$ cat src/rtl/register_file_dual_write.sv
// Register file with two async read ports, two sync write ports (A = ALU, B = load)
// and a per-register busy scoreboard that feeds the stall logic.
module register_file_dual_write #(
  parameter int DATA_WIDTH = 18,
  parameter int ADDR_WIDTH = 4,
  parameter int ZERO_REG   = 0,
  parameter int BYPASS     = 1
) (
  input  logic                  CPU_CLOCK,
  input  logic                  CLEAR,
  input  logic [ADDR_WIDTH-1:0] READ_REG_1,
  input  logic [ADDR_WIDTH-1:0] READ_REG_2,
  output logic [DATA_WIDTH-1:0] READ_DATA_1,
  output logic [DATA_WIDTH-1:0] READ_DATA_2,
  output logic                  BUSY_1,
  output logic                  BUSY_2,
  input  logic [ADDR_WIDTH-1:0] WRITE_REG_A,
  input  logic [DATA_WIDTH-1:0] WRITE_DATA_A,
  input  logic                  WRITE_ENABLE_A,
  input  logic [ADDR_WIDTH-1:0] WRITE_REG_B,
  input  logic [DATA_WIDTH-1:0] WRITE_DATA_B,
  input  logic                  WRITE_ENABLE_B,
  input  logic                  RESERVE_ENABLE,
  input  logic [ADDR_WIDTH-1:0] RESERVE_REG,
  output logic [ADDR_WIDTH:0]   BUSY_COUNT
);

  localparam int NUM_REGS  = 2 ** ADDR_WIDTH;
  localparam bit ZERO_EN   = (ZERO_REG != 0);
  localparam bit BYPASS_EN = (BYPASS != 0);

  logic [DATA_WIDTH-1:0] regs [NUM_REGS];
  logic [NUM_REGS-1:0]   busy;
  logic [NUM_REGS-1:0]   busy_next;
  logic [ADDR_WIDTH:0]   busy_count_q;
  logic [ADDR_WIDTH:0]   busy_count_next;

  logic we_a_eff;
  logic we_b_eff;
  logic we_b_commit;
  logic rsv_eff;

  // With a hardwired zero register, anything aimed at index 0 is discarded up front,
  // so neither the array, the scoreboard nor the bypass path ever sees it.
  assign we_a_eff    = WRITE_ENABLE_A && !(ZERO_EN && (WRITE_REG_A == '0));
  assign we_b_eff    = WRITE_ENABLE_B && !(ZERO_EN && (WRITE_REG_B == '0));
  assign rsv_eff     = RESERVE_ENABLE && !(ZERO_EN && (RESERVE_REG == '0));
  assign we_b_commit = we_b_eff && !(we_a_eff && (WRITE_REG_B == WRITE_REG_A));

  always_ff @(posedge CPU_CLOCK or posedge CLEAR) begin
    if (CLEAR) begin
      for (int i = 0; i < NUM_REGS; i++) begin
        regs[i] <= '0;
      end
    end else begin
      if (we_b_commit) begin
        regs[WRITE_REG_B] <= WRITE_DATA_B;
      end
      if (we_a_eff) begin
        regs[WRITE_REG_A] <= WRITE_DATA_A;
      end
    end
  end

  // A reserve in the same cycle as a release belongs to a newer producer, so set beats clear.
  always_comb begin
    busy_next = busy;
    for (int i = 0; i < NUM_REGS; i++) begin
      if (rsv_eff && (RESERVE_REG == ADDR_WIDTH'(i))) begin
        busy_next[i] = 1'b1;
      end else if ((we_a_eff && (WRITE_REG_A == ADDR_WIDTH'(i))) ||
                   (we_b_eff && (WRITE_REG_B == ADDR_WIDTH'(i)))) begin
        busy_next[i] = 1'b0;
      end
    end
  end

  always_comb begin
    busy_count_next = '0;
    for (int i = 0; i < NUM_REGS; i++) begin
      busy_count_next = busy_count_next + {{ADDR_WIDTH{1'b0}}, busy_next[i]};
    end
  end

  always_ff @(posedge CPU_CLOCK or posedge CLEAR) begin
    if (CLEAR) begin
      busy         <= '0;
      busy_count_q <= '0;
    end else begin
      busy         <= busy_next;
      busy_count_q <= busy_count_next;
    end
  end

  assign BUSY_COUNT = busy_count_q;

  // Returns {data, busy}; bypass forwards the write data and the release, never a reserve.
  function automatic logic [DATA_WIDTH:0] read_port(input logic [ADDR_WIDTH-1:0] addr);
    logic [DATA_WIDTH-1:0] d;
    logic                  b;
    d = regs[addr];
    b = busy[addr];
    if (BYPASS_EN) begin
      if (we_a_eff && (WRITE_REG_A == addr)) begin
        d = WRITE_DATA_A;
        b = 1'b0;
      end else if (we_b_eff && (WRITE_REG_B == addr)) begin
        d = WRITE_DATA_B;
        b = 1'b0;
      end
    end
    if (CLEAR || (ZERO_EN && (addr == '0))) begin
      d = '0;
      b = 1'b0;
    end
    return {d, b};
  endfunction

  assign {READ_DATA_1, BUSY_1} = read_port(READ_REG_1);
  assign {READ_DATA_2, BUSY_2} = read_port(READ_REG_2);

endmodule

$ cat config.mk
export PLATFORM = sky130hd
export DESIGN_NAME = register_file_dual_write
export DESIGN_NICKNAME = d
export VERILOG_FILES = /design/src/rtl/register_file_dual_write.sv
export SDC_FILE = /design/constraint.sdc
export NUM_CORES = 1
export LEC_CHECK = 0
export BUFFER_PORTS_ARGS = -buffer_cell sky130_fd_sc_hd__buf_2
export CORE_MARGIN = 2
export CORE_UTILIZATION = 56
export CTS_BUF_LIST = sky130_fd_sc_hd__clkbuf_16
export DETAILED_ROUTE_END_ITERATION = 16
export GPL_ROUTABILITY_DRIVEN = 0
export MAX_ROUTING_LAYER = met4
export PLACE_DENSITY = 0.77
export RECOVER_POWER = 100
export SKIP_CTS_REPAIR_TIMING = 1
export SLEW_MARGIN = 20
export SYNTH_ARGS = -nofsm -noshare
export SYNTH_HDL_FRONTEND = slang
export SYNTH_SLANG_ARGS = --single-unit
$ cat constraint.sdc
create_clock -name CPU_CLOCK -period 10.5 [get_ports CPU_CLOCK]
set_clock_uncertainty 0.1 [all_clocks]
set_input_delay 1.05 -clock CPU_CLOCK [delete_from_list [all_inputs] [get_ports CPU_CLOCK]]
set_output_delay 1.05 -clock CPU_CLOCK [all_outputs]
set_load 0.01 [all_outputs]
; Yosys cells after proc, flatten, opt, wreduce, memory -nomap -nowiden
; Index checks and enable logic that the tools add are counted.
[totals]
out_inout_bits = 43
register_bits = 309
word_cells = 233
inputBits = 61
[op_classes]
n_mux = 62
n_reduce_logical = 76
eq_ne = 50
bitwise_logic = 4
add_sub_neg = 15
order_cmp = 8
[op_table]
columns = cell, count
row1 = 288-bit bitwise mux, 2
row2 = 288-bit 2-to-1 mux, 2
row3 = 18-bit 2-to-1 mux, 12
row4 = 18-bit binary-select mux with 4-bit select, 2
row5 = 18-bit demux with 4-bit select, 2
row6 = "4-bit == test, second input constant", 24
row7 = 1-bit logical AND, 56
row8 = 5-bit by 1-bit adder with 5-bit output, 11
row9 = "4-bit by 3-bit == test with 1-bit output, second input constant", 12
row10 = 1-bit 2-to-1 mux, 40
row11 = "4-bit by 2-bit == test with 1-bit output, second input constant", 6
row12 = 4-bit == test, 5
row13 = "5-bit >= comparator, second input constant", 4
row14 = 4-bit NOT with 5-bit output, 4
row15 = 1-bit logical OR, 16
row16 = "4-bit by 1-bit == test with 1-bit output, second input constant", 3
row17 = 4-bit logical NOT, 3
row18 = "4-bit by 5-bit < comparator with 1-bit output, second input constant", 2
row19 = "5-bit by 1-bit < comparator with 1-bit output, second input constant", 2
row20 = 1-bit binary-select mux with 4-bit select, 2
row21 = 4-bit by 1-bit adder with 5-bit output, 1
row22 = 3-bit by 1-bit adder with 4-bit output, 1
row23 = 2-bit by 1-bit adder with 3-bit output, 1
row24 = 1-bit by 1-bit adder with 2-bit output, 1
row25 = 1-bit logical NOT, 1

; Longest topological paths before layout
; Gate-level depths: netlist (run 1).
[depth]
depth_word = 20
ltp_mapped = 18
depth_no_buf = 16

; Worst setup path after synthesis (run 1)
; OpenSTA, ideal clock, no wires.
[synth_timing]
path_kind = input -> output
startpoint = input port CLEAR
endpoint = output port READ_DATA_2[15]
t_arrival_ps = 9337
path_slack_ps = 13
required_ps = 9350
path_stages = 6
n_path_buf = 1
path_cell_list = inv_1 nand2_1 nor2_2 buf_2 a221oi_1 nor2_1
[synth_between]
elab_chain_len = 1
[synth_rtl]
columns = item, line
row1 = start: declaration, 10  ; input logic CLEAR,
row2 = 18-bit 2-to-1 mux, 112  ; if (CLEAR || (ZERO_EN && (addr == '0))) begin
row3 = end: declaration, 14  ; output logic [DATA_WIDTH-1:0] READ_DATA_2,
; No other way between the ends.

; Final worst setup path (run 1)
[layout_timing]
startpoint = input port READ_REG_1[1]
endpoint = output port BUSY_1
[layout_between]
elab_chain_len = 5
[layout_rtl]
columns = item, line
row1 = start: declaration, 11  ; input logic [ADDR_WIDTH-1:0] READ_REG_1,
row2 = 1-bit binary-select mux with 4-bit select or 4-bit == test (tied branches), "102, 107"
row3 = 1-bit 2-to-1 mux (not written as such) or 1-bit logical AND (tied branches), "102, 107"
row4 = 1-bit 2-to-1 mux, 107  ; end else if (we_b_eff && (WRITE_REG_B == addr)) begin
row5 = 1-bit 2-to-1 mux *, 104  ; if (we_a_eff && (WRITE_REG_A == addr)) begin
row6 = 1-bit 2-to-1 mux *, 112
row7 = end: declaration, 15  ; output logic BUSY_1,
; Every way passes the cells marked *; elsewhere a longest branch is shown, timed or not. The select of a mux whose other input is x is not followed.

==> results of run 1 <==
## placed cells by master, fill, tap and decap left out, types with 6 or more instances in the layout
cell type and count:
inv_1 28, xor2_1 6, nand2_1 169, nand3_1 10
clkbuf_16 37, a32o_1 9, mux2i_1 288, buf_2 70
a221oi_2 10, o21bai_2 8, o21ai_0 107, xnor2_1 15
nor2b_1 7, clkinv_1 12, dfrtp_1 309, buf_4 32
mux4_2 154, a221oi_1 26, a22oi_1 72, nor2_1 259
o21bai_1 6, diode_2 8, a21oi_1 183, fa_1 10
clkbuf_1 50
## registers in the layout (all words and copies together), names as in the netlist
register / flops
BUSY_COUNT: 5
busy: 16
regs: 288
## power by group
group          internal (W)  total, W  switching (W)
sequential          0.00151   0.00176       0.000247
combinational      0.000673   0.00130       0.000622
clock              0.000661   0.00118       0.000516
total               0.00285   0.00423        0.00139
## worst min-delay path by stage
stage | start | endpoint | slack (ns) | cells past startpoint
6_report | regs[249] | regs[249] | 0.49 | 2
5_1_grt | regs[249] | regs[249] | 0.50 | 2
4_1_cts | regs[249] | regs[249] | 0.48 | 2
3_5_place_dp | regs[249] | regs[249] | 0.46 | 2
3_3_place_gp | regs[245] | regs[245] | 0.45 | 2
2_1_floorplan | busy[2] | busy[2] | 0.41 | 1
## cells in the mapped netlist (9+ instances only)
master and instances:
a21oi_1 183, a221oi_1 17, a221oi_2 19, a22oi_1 72
a32o_1 9, buf_1 20, buf_2 60, buf_4 10
buf_6 23, buf_8 12, clkbuf_1 107, dfrtp_1 309
fa_1 10, inv_1 24, mux2i_1 288, mux4_2 154
nand2_1 169, nand3_1 10, nor2_1 260, nor2b_1 11
o21ai_0 88, o21ai_1 20, o21bai_2 10, xnor2_1 15
## metrics by stage
step	instance area [um2]	util
floorplan	20700	-
global placement	20900	0.573
detailed placement	20900	0.573
CTS	22000	0.602
global route	21800	0.596
finish	21800	0.596
## logic make-up after synthesis
| family | after synthesis |
|---|---|
| buffers and inverters | 259 |
| flip-flops | 309 |
| XOR/XNOR | 22 |
| AND/OR/NAND/NOR | 479 |
| adder cells (fa/ha/maj) | 15 |
| AO/OA/AOI/OAI | 435 |
| multiplexers | 442 |
## worst min-delay path: stages, from the launching register on
cell	delay, ns
dfrtp_1	0.36
mux2i_1	0.08
o21ai_1	0.11
## layer usage
layer  vias up  track usage  wire [um]
met5         -            -          0
met4         0        0.235       5130
met3       393        0.110       7770
met2      1177        0.548      30700
met1      8197        0.434      23600
li1       7050            -          -
## layout make-up
cell class                 instances  area (um2)
clock inverter                    25         144
clock buffer                      37         926
timing repair buffer             153         783
multi-input combinational       1393       11500
inverter                          24        97.6
fill                            2923       14700
tap                              468         586
antenna                            8        20.0
sequential                       309        7730
==> metrics.txt, run 1 <==
Mean Syn Cell Area=10.6 um2; Hold Violations, Final=0; Final TNS setup=0 ns; Pre-Repair DR Iteration Count=7; critical path endpoint category=output pin; share of the yosys chip area belonging to registers=0.373; Post-synth ARST share=1.00; CTS tree=built; crit path cell chain=clkbuf_1, clkbuf_1, mux4_2, mux4_2, and3_1, clkbuf_1; average wire per standard cell=27.8 um; P&R area growth vs syn=5.22%; FP Rows=70; DP Worst Slack=4.18 ns; FF+latch count, synth=309; most used cell, CP=clkbuf_1; crit path max fanout=44; family with the most delay on the worst path=buffers and inverters; Post-Syn Area=20700 um2; final setup vio count=0; share of post-route cells with drive strength above 1=0.172; Via density=6.96; CP required=9.35 ns; Ports=104; CP Data Arrival Time=6.79 ns; gr usage total=0.366; RSZ-0062 raised after global routing=false; main combinational cell family by area after synthesis=multiplexers; CP Capture Point=BUSY_1; biggest area consumer among synthesized cells=dfrtp_1; clk_lat worst skew=0.52 ns; min Tclk post-route=7.94 ns; Power per Cell Area=194 nW/um2; Critical-path top delay cell=clkbuf_1; Post-Route WL=67.2 mm; H-tree levels=2; main flop type after synthesis=dfrtp_1; Buffers & Inverters on Critical Path=3; first-pass GRT wire length=102 mm; Slew Limit Fails=899; synthesized netlist cell count=1961; reg-to-reg slack, setup=6.55 ns; Reg2Reg Launch Point=busy[11]; largest net degree at the start of global routing=165; Syn. warnings=0; Die X=196 um; Synth Area in Compound Gates=0.134; WHS=0.489 ns; status=finished with violations; die area=38500 um2; PnR worst setup slack=2.56 ns; failing checks=capacitance limit, slew limit; Peak VDD IR=0.106 mV; Startpoint Class=primary input; initial antenna violation count=15; DRC=0; Crit. Startpoint=READ_REG_1[1]; vias in the first global route=17000; total power=0.00423 W; port bufs=103; CTS Sinks=309; worst hold path type=register to register; die height=196 um; Area contributors post-synth=dfrtp_1 (37%), mux4_2 (17%), mux2i_1 (14%); initial core utilization=0.567; critical setup path kind=primary input to output pin; Synth Net Count=2037; post-route insts no fill=2417; Vias=16800; Max-cap violations=27; Max Clk Rate=0.126 GHz; gr ovfl total=0; CP max stage delay=2.39 ns; top cell type's share of synthesized area=0.373; post-synthesis mux area share=0.307; antenna-violating nets left=0; worst slew pin tran=4.24 ns; clock root buffer master=clkbuf_16; critical path depth=6; crit share post-route=0.756; Post-Synth Adder-Cell Area=0.0127; Placed Cells=2347; core area=36500 um2; simple-gate share of the synthesized area=0.0940; nets=1993; XOR/XNOR share of the synthesized area=0.00967; Post-DP HPWL=40.7 mm; Leakage Power=10.5 nW; total CTS buffers=36; Max Root-Sink Buffers=3; Rel. slew slack=-1.82; reg2reg path depth=13; RR Endpoint=BUSY_COUNT[4]; Synth cell types=45; 1st-iter DRT viols=2131; Worst-path clk slew=0.06 ns; number of synthesized flops with an enable pin=0
No activity file was read; power rests on OpenSTA's default activity.
==> run 2: changes to the inputs <==
Clock period 10.5 ns to 6.35 ns, I/O delays scaled along.
==> metrics.txt, run 2 (synthesis gave the netlist of run 1 again) <==
share of post-route cells with drive strength above 1=0.173 (+0.000960); H-tree levels=2 (unchanged); Die X=196 um (unchanged); CP max stage delay=1.23 ns (-1.16 ns); Power per Cell Area=321 nW/um2 (+65%); CTS tree=built; status=finished with violations; Max Root-Sink Buffers=3 (unchanged); final setup vio count=0 (unchanged); Worst-path clk slew=0.06 ns (about the same); Buffers & Inverters on Critical Path=3 (unchanged); crit path max fanout=38 (-14%); WHS=0.413 ns (-0.0766 ns); clock root buffer master=clkbuf_16; 1st-iter DRT viols=1969 (-7.6%); Max Clk Rate=0.187 GHz; core area=36500 um2 (unchanged); initial antenna violation count=10 (-5); Ports=104 (unchanged); Via density=6.83 (-1.8%); die height=196 um (unchanged); vias in the first global route=16500 (-3.2%); Util after Layout=0.597 (about the same); family with the most delay on the worst path=buffers and inverters; Critical-path top delay cell=clkbuf_2; max FFs per register=288 (unchanged); Post-Route WL=63.4 mm (-5.7%); register with the most flip-flops=regs; Peak VDD IR=0.196 mV (+85%); DRC=0 (unchanged); gr usage total=0.343 (-0.0232); CP required=5.61 ns (-3.74 ns); total CTS buffers=35 (-2.8%); average wire per standard cell=26.3 um (-5.5%); antenna-violating nets left=0 (unchanged); Slew Limit Fails=580 (-35%); worst hold path type=primary input to register; commonest non-fill, non-tap cell in the layout=dfrtp_1; clk_lat worst skew=0.53 ns (about the same); Rel. slew slack=-0.570 (+1.25); first-pass GRT wire length=96.8 mm (-5.5%); crit share post-route=0.840; CP Data Arrival Time=4.60 ns (-2.19 ns); min Tclk post-route=5.34 ns; largest net degree at the start of global routing=139 (-16%); gr ovfl total=0 (unchanged); worst slew pin tran=2.36 ns (-1.88 ns); Filler Cell Count=2931 (+0.27%); die area=38500 um2 (unchanged); critical path endpoint category=output pin; RSZ-0062 raised after global routing=false; P&R area growth vs syn=5.31% (about the same); Leakage Power=10.6 nW (+0.24%); Vias=16500 (-2.0%); nets=1990 (-0.15%); Startpoint Class=primary input; critical setup path kind=primary input to output pin; Pre-Repair DR Iteration Count=9 (+2); Hold Violations, Final=0 (unchanged); Post-DP HPWL=40.1 mm (-1.3%); FP Rows=70 (unchanged); crit path cell chain=clkbuf_2, clkbuf_2, mux4_2, a22oi_1, nand2_1, a221oi_1, nor2_1, buf_2; CTS Sinks=309 (unchanged); initial core utilization=0.567 (unchanged); failing checks=capacitance limit, slew limit; Max-cap violations=23 (-15%); commonest cells after routing, fill and taps aside=dfrtp_1 (309), mux2i_1 (288), nor2_1 (260); port bufs=103 (unchanged); most used cell, CP=clkbuf_2
run 2: cell types whose count changed in the layout (fill, tap and decap cells not counted), moves of 4 or more:
cell      before  now
buf_4         32   24
buf_2         70   74
inv_1         28   32
clkinv_1      12    7
run 2: worst paths after layout:
path | startpoint | end | slack (ns) | cells past startpoint
worst max-delay path | READ_REG_1[0] | READ_DATA_1[6] | 1.01 | 8
max in group asynchronous | CLEAR | regs[154] | 2.61 | 5
worst min register to register | busy[2] | busy[2] | 0.45 | 1
worst min-delay path | WRITE_DATA_A[16] | regs[250] | 0.41 | 3
worst max register to register | busy[15] | BUSY_COUNT[4] | 2.40 | 13
min in group asynchronous | CLEAR | busy[12] | 0.57 | 3
run 2: tightest hold or removal path, cell delays in order:
cell,delay (ns)
buf_2,0.22
nand2_1,0.10
o21ai_1,0.06
run 2: final cells by class:
cell class | count | area (um2) | area share
Antenna cell | 8 | 20.0 | 0.000918
Clock buffer | 36 | 901 | 0.0413
Clock inverter | 23 | 168 | 0.00769
Inverter | 24 | 91.3 | 0.00419
Multi-Input combinational cell | 1393 | 11500 | 0.529
Sequential cell | 309 | 7730 | 0.355
Tap cell | 468 | 586 | 0.0269
Timing Repair Buffer | 151 | 777 | 0.0356
run 2: per-stage QoR:
step	instances	power [W]	cell area, um2	TNS [ns]	setup WS [ns]
after global routing	2408	0.00735	21800	0	0.690
after floorplan	1961	0.00451	20800	-26.74	-0.801
after detailed placement	2343	0.00506	20900	0	1.18
final	2412	0.00700	21800	0	1.01
after global placement	2343	0.00493	20900	0	1.25
after CTS	2402	0.00699	22000	0	1.70
run 2: metal layers:
layer / up-vias / track usage / routed length [um]
met5: - / - / 0
met4: 0 / 0.184 / 3930
met3: 349 / 0.0854 / 6450
met2: 1033 / 0.544 / 30500
met1: 8064 / 0.406 / 22500
li1: 7036 / - / -
run 2: power breakdown:
group | total, W | internal (W) | switching (W)
Sequential | 0.00290 | 0.00250 | 0.000402
Combinational | 0.00215 | 0.00111 | 0.00104
Clock | 0.00195 | 0.00111 | 0.000841
Total | 0.00700 | 0.00472 | 0.00228
